--- src/rtl/fetch_if_id_stage.sv ---
// Instruction-fetch stage with the IF/ID pipeline register. Holds the PC, drives the
// instruction-memory address and captures fetched words, honouring stall/kill from hazard logic.
module fetch_if_id_stage #(
    parameter int unsigned     XLEN      = 32,
    parameter logic [XLEN-1:0] RESET_PC  = 32'h0000_0000,
    parameter logic [31:0]     NOP_INSTR = 32'h0000_0013
) (
    input  logic            clk,
    input  logic            reset,
    input  logic            clk_stall,
    input  logic            branch_kill,
    input  logic            jump_kill,
    input  logic [XLEN-1:0] branch_target,
    input  logic [XLEN-1:0] jump_target,
    output logic [XLEN-1:0] imem_addr,
    input  logic [31:0]     imem_rdata,
    output logic [XLEN-1:0] if_id_pc,
    output logic [31:0]     if_id_instr,
    output logic            if_id_valid,
    output logic            fetch_misalign
);

    localparam logic [0:0]      ST_BOOT = 1'b0;
    localparam logic [0:0]      ST_RUN  = 1'b1;
    localparam logic [XLEN-1:0] PC_INC  = XLEN'(32'd4);
    localparam logic [XLEN-1:0] PC_ZERO = {XLEN{1'b0}};

    logic [0:0]      state_q, state_d;
    logic [XLEN-1:0] pc_q, pc_d;
    logic [XLEN-1:0] if_id_pc_q, if_id_pc_d;
    logic [31:0]     if_id_instr_q, if_id_instr_d;
    logic            if_id_valid_q, if_id_valid_d;
    logic            misalign_q, misalign_d;
    logic            redirect_s;
    logic [XLEN-1:0] redirect_target_s;

    // Redirect source: a resolved branch is older than a jump in ID/EX, so it wins.
    always_comb begin
        redirect_s        = 1'b0;
        redirect_target_s = PC_ZERO;
        if (branch_kill) begin
            redirect_s        = 1'b1;
            redirect_target_s = branch_target;
        end else if (jump_kill) begin
            redirect_s        = 1'b1;
            redirect_target_s = jump_target;
        end else begin
            redirect_s        = 1'b0;
            redirect_target_s = PC_ZERO;
        end
    end

    // Next-state logic: BOOT holds everything for one cycle, RUN applies kill > stall > advance.
    always_comb begin
        state_d       = state_q;
        pc_d          = pc_q;
        if_id_pc_d    = if_id_pc_q;
        if_id_instr_d = if_id_instr_q;
        if_id_valid_d = if_id_valid_q;
        misalign_d    = misalign_q;
        case (state_q)
            ST_BOOT: begin
                state_d = ST_RUN;
            end
            ST_RUN: begin
                if (redirect_s) begin
                    // Target is force-aligned; a misaligned request is only recorded.
                    pc_d          = {redirect_target_s[XLEN-1:2], 2'b00};
                    if_id_pc_d    = PC_ZERO;
                    if_id_instr_d = NOP_INSTR;
                    if_id_valid_d = 1'b0;
                    misalign_d    = misalign_q | (redirect_target_s[1:0] != 2'b00);
                end else if (!clk_stall) begin
                    pc_d = pc_q;
                end else begin
                    pc_d          = pc_q + PC_INC;
                    if_id_pc_d    = pc_q;
                    if_id_instr_d = imem_rdata;
                    if_id_valid_d = 1'b1;
                end
            end
            default: begin
                state_d = ST_BOOT;
            end
        endcase
    end

    // State registers with synchronous reset that overrides every other input.
    always_ff @(posedge clk) begin
        if (reset) begin
            state_q       <= ST_BOOT;
            pc_q          <= RESET_PC;
            if_id_pc_q    <= PC_ZERO;
            if_id_instr_q <= NOP_INSTR;
            if_id_valid_q <= 1'b0;
            misalign_q    <= 1'b0;
        end else begin
            state_q       <= state_d;
            pc_q          <= pc_d;
            if_id_pc_q    <= if_id_pc_d;
            if_id_instr_q <= if_id_instr_d;
            if_id_valid_q <= if_id_valid_d;
            misalign_q    <= misalign_d;
        end
    end

    assign imem_addr      = pc_q;
    assign if_id_pc       = if_id_pc_q;
    assign if_id_instr    = if_id_instr_q;
    assign if_id_valid    = if_id_valid_q;
    assign fetch_misalign = misalign_q;

endmodule

--- config.mk ---
export PLATFORM = sky130hd
export DESIGN_NAME = fetch_if_id_stage
export DESIGN_NICKNAME = d
export VERILOG_FILES = /design/src/rtl/fetch_if_id_stage.sv
export SDC_FILE = /design/constraint.sdc
export NUM_CORES = 1
export LEC_CHECK = 0
export BUFFER_PORTS_ARGS = -buffer_cell sky130_fd_sc_hd__buf_4
export CORE_MARGIN = 4
export CORE_UTILIZATION = 45
export DETAILED_ROUTE_END_ITERATION = 10
export PLACE_DENSITY = 0.88
export SLEW_MARGIN = 20
export SYNTH_ARGS = -nofsm -noshare
export SYNTH_HDL_FRONTEND = slang
export SYNTH_SLANG_ARGS = --single-unit
--- constraint.sdc ---
create_clock -name clk -period 2.75 [get_ports clk]
set_input_delay 0.4125 -clock clk [delete_from_list [all_inputs] [get_ports clk]]
set_output_delay 0.4125 -clock clk [all_outputs]
set_load 0.01 [all_outputs]
# Yosys cells after proc, flatten, opt, wreduce, memory -nomap -nowiden
# Cells that the tools add are included.
[word_totals]
reg_bits = 99
latch_bits = 0
ramBits = 0
rom_bits = 0
in_bits = 101
out_inout_bits = 98
elab_cells = 25
n_memories = 0
[op_classes]
n_addsub = 1
n_mul = 0
div = 0
order_cmp = 0
eq_ne = 0
shift = 0
n_mux = 13
bitwise_logic = 1
reduce_logical = 4
[ops]
columns = ["cell", "count"]
rows = [
  ["$mux 32", 8],
  ["$add 32x3->32 const B", 1],
  ["$mux 1", 5],
  ["$reduce_and 2->1", 2],
  ["$reduce_bool 2->1", 2],
  ["$or 1x1->1", 1],
]

# Logic depth before layout (Yosys ltp)
# Gate-level depths: netlist (run 1).
[depth]
ltp_word = 4
ltp_mapped = 7
ltp_nobuf = 6

# Worst setup path before layout (run 1)
# OpenSTA, ideal clock, no wires.
[synth_path]
path_type = "register -> register"
from = "register pc_q[2] (netlist: imem_addr[2])"
to = "register pc_q[30] (netlist: imem_addr[30])"
setup_ns = 0.086
t_arrival_ns = 1.950
t_required_ns = 2.664
slack_ns = 0.714
path_stages_with_launch = 8
path_buffers = 1
period_less_slack_ns = 2.036
cell_sequence = "dfxtp_1 > ha_1 > nand3_1 > or4_1 > buf_2 > nor4_4 > a221oi_1 > a211oi_1"
[synth_via]
elab_chain_len = 3
[synth_lines]
columns = ["item", "line_no", "rtl"]
rows = [
  ["start: declaration", "29", "logic [XLEN-1:0] pc_q, pc_d;"],
  ["start signal: assignment", "99", "pc_q <= pc_d;"],
  ["$add 32x3->32", "76", "pc_d = pc_q + PC_INC;"],
  ["$mux 32", "73", "end else if (!clk_stall) begin"],
  ["$mux 32", "66", "if (redirect_s) begin"],
]
# No other way between the ends. The select of a mux whose other input is x is not followed.
# A chain may end at the register's enable or synchronous reset.

# Worst setup path after layout (run 1)
[layout_path]
from = "register pc_q[2] (netlist: imem_addr[2])"
to = "register pc_q[28] (netlist: imem_addr[28])"
# Same word-level chain as after synthesis.

==> results of run 1 <==
-- cell type report --
type | instances | area share (%)
multi-input cells | 382 | 36.32
flip-flops and latches | 96 | 31.12
repair buffers | 212 | 25.77
well taps | 129 | 2.613
clock buffers | 9 | 2.006
clock inverters | 7 | 1.560
inverters | 10 | 0.6078
-- power by group --
group | total (mW) | leakage (nW) | switching, mW | internal [mW]
registers | 1.50 | 0.780 | 0.0684 | 1.43
logic | 0.466 | 1.64 | 0.239 | 0.227
clock network | 1.03 | 0.113 | 0.517 | 0.514
total | 3.00 | 2.54 | 0.825 | 2.17
-- path summary, 6_finish.rpt --
path / start / to / slack [ns] / depth (start not counted)
setup / recovery: imem_addr[2]$_SDFFE_PP0P_ / imem_addr[28]$_SDFFE_PP0P_ / 0.41 / 6
hold / removal: imem_rdata[1] / if_id_instr[1]$_SDFFE_PP1P_ / 0.29 / 3
setup reg to reg: imem_addr[2]$_SDFFE_PP0P_ / imem_addr[28]$_SDFFE_PP0P_ / 0.41 / 6
hold reg to reg: if_id_pc[18]$_SDFFE_PP0P_ / if_id_pc[18]$_SDFFE_PP0P_ / 0.49 / 2
-- metrics by stage --
step / cell area, µm² / hold WS (ns) / worst slack, ns / utilization, % / power, mW
after detailed placement: 5956 / 0.4758 / 0.4676 / 63.55 / 1.991
after CTS: 6176 / 0.2797 / 0.4528 / 65.90 / 3.007
final: 6176 / 0.2913 / 0.4094 / 65.90 / 2.997
after floorplan: 4382 / 0.4805 / 0.7144 / - / 1.730
after global placement: 5956 / 0.4483 / 0.5925 / 63.55 / 1.977
after global routing: 6176 / 0.2964 / 0.2514 / 65.90 / 3.104
-- cells in the mapped netlist (2+ instances only) --
library cell	instances	share of area, %
a211oi_1	9	1.5
a21o_1	2	0.34
a21oi_1	27	3.1
a221o_1	2	0.46
a221oi_1	3	0.60
a222oi_1	2	0.46
a22o_1	2	0.40
a22oi_1	71	12
a311oi_1	2	0.40
a31oi_1	8	1.1
a32o_1	2	0.46
and3_1	3	0.43
and4_1	4	0.80
buf_1	3	0.26
buf_2	7	0.80
buf_4	4	0.69
clkbuf_1	33	2.8
dfxtp_1	96	44
inv_1	10	0.86
mux2i_1	3	0.69
nand2_1	38	3.3
nand2b_1	2	0.29
nand3_1	15	1.7
nand4_1	7	1.0
nor2_1	87	7.5
nor2b_1	2	0.29
nor3_1	14	1.6
nor4_1	9	1.3
o211ai_1	3	0.51
o21ai_0	20	2.3
o221ai_1	2	0.40
o22ai_1	9	1.3
o311ai_0	3	0.60
o31ai_1	6	1.0
o32ai_1	2	0.40
o41ai_1	2	0.40
or2_2	2	0.29
or3_1	3	0.43
or4_1	2	0.34
-- logic make-up after synthesis --
logic type	share of synthesized area, %
and+or+nand+nor	20.29
AOI/OAI and AO/OA	29.32
buffers and inverters	5.430
other	0.08566
DFF	43.90
adders and majority gates	0.2858
muxes	0.6859
-- worst register-to-register path, cell delays in order (launching register included) --
cell,delay [ns]
dfxtp_1,0.48
ha_1,0.23
nand3_1,0.22
or4_1,0.61
nor3_1,0.39
a221oi_1,0.15
a211oi_1,0.18
-- sequential cells by signal, summed over array words and instances (netlist names) --
register / flops
if_id_pc: 31
fetch_misalign: 1
if_id_valid: 1
if_id_instr: 32
imem_addr: 30
state_q: 1
-- metal layers --
layer | part of all wire, % | wire [µm] | vias up | track usage [%]
met1 | 38 | 6219 | 2398 | 33.26
met3 | 10 | 1686 | 36 | 6.863
met4 | 2.3 | 373 | 0 | 10.05
met5 | 0 | 0 | - | 0
met2 | 49 | 7998 | 308 | 48.38
li1 | - | - | 2356 | -
==> results.sh, run 1 <==
export IMPL_status="finished, final reports clean"
export IMPL_grt_antenna_before_repair=0
export IMPL_cts_tree="yes"
export IMPL_holdBufCountCts=0
export IMPL_clock_path_buffers=2
export IMPL_tns_ns=0
export IMPL_crit_path_end_kind="flip-flop"
export IMPL_wire_per_inst_um=19.26
export IMPL_num_io_pins=199
export IMPL_ys_flop_type="dfxtp_1"
export IMPL_viasPerCell=6.033
export IMPL_initial_utilization_pct=46.72
export IMPL_synthArstFlopShare_pct=0
export IMPL_fin_crit_ns=2.341
export IMPL_cts_setup_buffers=0
export IMPL_max_stage_delay_ns=0.61
export IMPL_clockRootBuffer="clkbuf_8"
export IMPL_tightest_slew_ns=0.6820
export IMPL_slew_headroom_pct=54.12
export IMPL_drv_cap=0
export IMPL_port_buffers=196
export IMPL_globalplace_congestion=0.9709
export IMPL_wl_um=16280
export IMPL_slew_viol_final=0
export IMPL_ir_worst_vdd_uv=264.3
export IMPL_clkLatencyLatePin_ns=0.36
export IMPL_holdCritPathClass="primary input to flip-flop"
export IMPL_clock_sinks=96
export IMPL_max_freq_mhz=427.2
export IMPL_fin_cells=845
export IMPL_final_cell_mix="buf_4 (212), dfxtp_1 (96), nor2_1 (86), a22oi_1 (71), nand2_1 (38)"
export IMPL_vias=5098
export IMPL_setup_viol=0
export IMPL_p_leak_nw=2.536
export IMPL_n_fill_cell=822
export IMPL_rsz0062_at_grt="no"
export IMPL_ant_nets=0
export IMPL_syn_area_um2=4378
export IMPL_track_usage_pct=27.82
export IMPL_ys_seq_elements=96
export IMPL_synth_cell_types=52
export IMPL_synth_avg_cell_area_um2=8.198
export IMPL_grt_overflow_total=0
export IMPL_grt_first_pass_wirelength_um=25590
export IMPL_worstSetupStartpointType="flip-flop"
export IMPL_multiInputGateArea_um2=2243
export IMPL_finalHoldViolCount=0
export IMPL_p_per_area_nw_per_um2=485.3
export IMPL_cts_resized_gates=0
export IMPL_critPathSlowestCell="or4_1"
export IMPL_synth_edf_count=0
export IMPL_yosysSeqAreaShare_pct=43.90
export IMPL_cp_top_family="simple AND/OR/NAND/NOR gates"
export IMPL_rows=35
export IMPL_area_growth_pct=41.07
export IMPL_path_clk_slew_ns=0.10
export IMPL_drt_first_iter_violations=528
export IMPL_drcViolationCount=0
export IMPL_dr_pass1_iters=6
export IMPL_grt_max_degree=54
export IMPL_die_y_um=106.6
export IMPL_final_nets=813
export IMPL_ys_warn_count=0
export IMPL_cp_num_buf_inv=0
export IMPL_cts_buffers=9
export IMPL_place_inst=829
export IMPL_drive_gt1_share_pct=32.82
export IMPL_grt_pass1_vias=5120
export IMPL_path_cells="ha_1, nand3_1, or4_1, nor3_1, a221oi_1, a211oi_1"
export IMPL_die_w_um=106.6
export IMPL_h_tree_depth=3
export IMPL_crit_required_ns=3.03
export IMPL_antenna_cells=0
export IMPL_final_common_cell="buf_4"
export IMPL_core_um2=9371
export IMPL_cp_arrival_ns=2.62
export IMPL_die_area_um2=11370
export IMPL_syn_inst=534
export IMPL_crit_type="flip-flop to flip-flop"
export IMPL_period_share_pct=85.11
export IMPL_dp_hpwl_um=11810
export IMPL_seq_area_um2=1922
export IMPL_crit_path_max_fanout=8
export IMPL_fin_worst_skew_ns=0.007528
Power figures use the tool's default switching activity.
==> run 2, diff against run 1 <==
--- a/config.mk
+++ b/config.mk
@@ -6,10 +6,12 @@
 export NUM_CORES = 1
 export LEC_CHECK = 0
 export BUFFER_PORTS_ARGS = -buffer_cell sky130_fd_sc_hd__buf_4
+export CAP_MARGIN = 40
 export CORE_MARGIN = 4
-export CORE_UTILIZATION = 45
+export CORE_UTILIZATION = 47
 export DETAILED_ROUTE_END_ITERATION = 10
-export PLACE_DENSITY = 0.88
+export GPL_TIMING_DRIVEN = 0
+export PLACE_DENSITY = 0.91
 export SLEW_MARGIN = 20
 export SYNTH_ARGS = -nofsm -noshare
 export SYNTH_HDL_FRONTEND = slang
==> run 2 against run 1 <==
Compared with the run above: routed wire length grew 8.3%; core utilization rose by 3.6 points; cell area about the same; clock skew up 0.0026 ns; clock power down 15%; global-route usage increased by 3.3 points; total power is 4.3% lower; largest cell class unchanged; register-to-register slack lost 0.26 ns; critical endpoint is now imem_addr[26]$_SDFFE_PP0P_; sequential share of layout area about the same; clock-buffer cell count increased by 2.
==> results.sh, run 2 (synthesis results as in run 1) <==
export IMPL_grt_first_pass_wirelength_um=27520
export IMPL_track_usage_pct=31.11
export IMPL_p_leak_nw=2.517
export IMPL_drv_cap=0
export IMPL_viasPerCell=6.298
export IMPL_h_tree_depth=3
export IMPL_clkLatencyLatePin_ns=0.36
export IMPL_fin_util_pct=69.49
export IMPL_globalplace_congestion=0.9392
export IMPL_tightest_slew_ns=0.7992
export IMPL_fin_crit_ns=2.597
export IMPL_status="finished, final reports clean"
export IMPL_final_cell_mix="buf_4 (199), dfxtp_1 (96), nor2_1 (87), a22oi_1 (71), nand2_1 (38)"
export IMPL_cts_buffers=9
export IMPL_grt_max_degree=17
export IMPL_clockRootBuffer="clkbuf_8"
export IMPL_clock_sinks=96
export IMPL_port_buffers=194
export IMPL_die_y_um=104.5
export IMPL_final_common_cell="buf_4"
export IMPL_setup_viol=0
export IMPL_holdCritPathClass="primary input to flip-flop"
export IMPL_drcViolationCount=0
export IMPL_largest_register_ffs=32
export IMPL_max_freq_mhz=385.1
export IMPL_drt_first_iter_violations=634
export IMPL_tns_ns=0
export IMPL_cts_resized_gates=0
export IMPL_crit_path_max_fanout=8
export IMPL_wl_um=17640
export IMPL_period_share_pct=94.43
export IMPL_place_ws_ns=0.1772
export IMPL_slew_headroom_pct=46.72
export IMPL_drive_gt1_share_pct=30.48
export IMPL_grt_antenna_before_repair=0
export IMPL_rows=34
export IMPL_die_area_um2=10920
export IMPL_worstSetupStartpointType="flip-flop"
export IMPL_ir_worst_vdd_uv=312.2
export IMPL_crit_required_ns=3.00
export IMPL_finalHoldViolCount=0
export IMPL_dp_hpwl_um=13110
export IMPL_n_fill_cell=750
export IMPL_antenna_cells=0
export IMPL_crit_type="flip-flop to flip-flop"
export IMPL_layout_setup_ws_ns=0.1531
export IMPL_dr_pass1_iters=8
export IMPL_grt_overflow_total=0
export IMPL_num_io_pins=199
export IMPL_cp_arrival_ns=2.85
export IMPL_slew_viol_final=0
export IMPL_ant_nets=0
export IMPL_grt_pass1_vias=5345
export IMPL_wire_per_inst_um=20.60
export IMPL_rsz0062_at_grt="no"
export IMPL_initial_utilization_pct=49.24
export IMPL_final_nets=845
export IMPL_cts_tree="yes"
export IMPL_core_um2=8891
export IMPL_crit_path_end_kind="flip-flop"
export IMPL_p_per_area_nw_per_um2=464.3
export IMPL_cts_setup_buffers=0
export IMPL_holdBufCountCts=0
export IMPL_die_w_um=104.5
export IMPL_multiInputGateArea_um2=2222
export IMPL_fin_worst_skew_ns=0.01015
export IMPL_path_clk_slew_ns=0.09
export IMPL_clock_path_buffers=2
export IMPL_vias=5391
export IMPL_seq_area_um2=1922
export IMPL_area_growth_pct=41.13
## run 2: changes by cell type in the layout (fill, tap and decap cells not counted), moves of 2 or more
cell and change:
buf_1 +3, buf_2 +8, buf_4 -13, bufinv_16 -2
clkbuf_1 +34, clkinv_2 -2, clkinv_4 -2, clkinvlp_4 +3
## run 2: per-stage QoR
step                instances  area (µm²)  hold WS [ns]  power [mW]
floorplan                 535        4382        0.4805       1.730
global placement          837        5973        0.4455       1.995
detailed placement        840        5997        0.4551       2.008
CTS                       856        6178        0.2788       2.861
global route              856        6178        0.2880       2.971
finish                    856        6178        0.2790       2.869
## run 2: area by class of cell
cell class                      count  share of cell area (%)
Clock buffer                       11                   2.288
Sequential cell                    96                   31.11
Tap cell                          108                   2.187
Inverter                           10                  0.6075
Clock inverter                      5                  0.6480
Timing Repair Buffer              197                   23.96
Multi-Input combinational cell    382                   35.97
Buffer                             47                   3.240
## run 2: critical path, stage by stage (launching register included)
cell	delay, ns
dfxtp_1	0.52
ha_1	0.26
nand3_1	0.22
nor4_1	0.61
clkdlybuf4s15_2	0.35
nand4_1	0.17
o31ai_1	0.30
a211oi_1	0.07
## run 2: worst paths after layout
path	start	to	slack [ns]	depth (start not counted)
setup reg to reg	imem_addr[2]$_SDFFE_PP0P_	imem_addr[26]$_SDFFE_PP0P_	0.15	7
hold reg to reg	if_id_valid$_SDFFE_PP0P_	if_id_valid$_SDFFE_PP0P_	0.47	2
setup / recovery	imem_addr[2]$_SDFFE_PP0P_	imem_addr[26]$_SDFFE_PP0P_	0.15	7
hold / removal	imem_rdata[4]	if_id_instr[4]$_SDFFE_PP1P_	0.28	3
## run 2: per-layer routing
| metal | GRT usage (%) | share of wire, % | routed length [µm] |
|---|---|---|---|
| met1 | 37.57 | 36 | 6376 |
| met2 | 53.64 | 49 | 8664 |
| met3 | 7.945 | 11 | 2001 |
| met4 | 10.83 | 3.4 | 594 |
| met5 | 0 | 0 | 0 |
## run 2: where the power goes
part	leakage [nW]	switching (mW)	internal, mW	total (mW)
combinational	1.65	0.265	0.228	0.493
clock	0.0822	0.519	0.359	0.878
sequential	0.780	0.0665	1.43	1.50
total	2.52	0.850	2.02	2.87
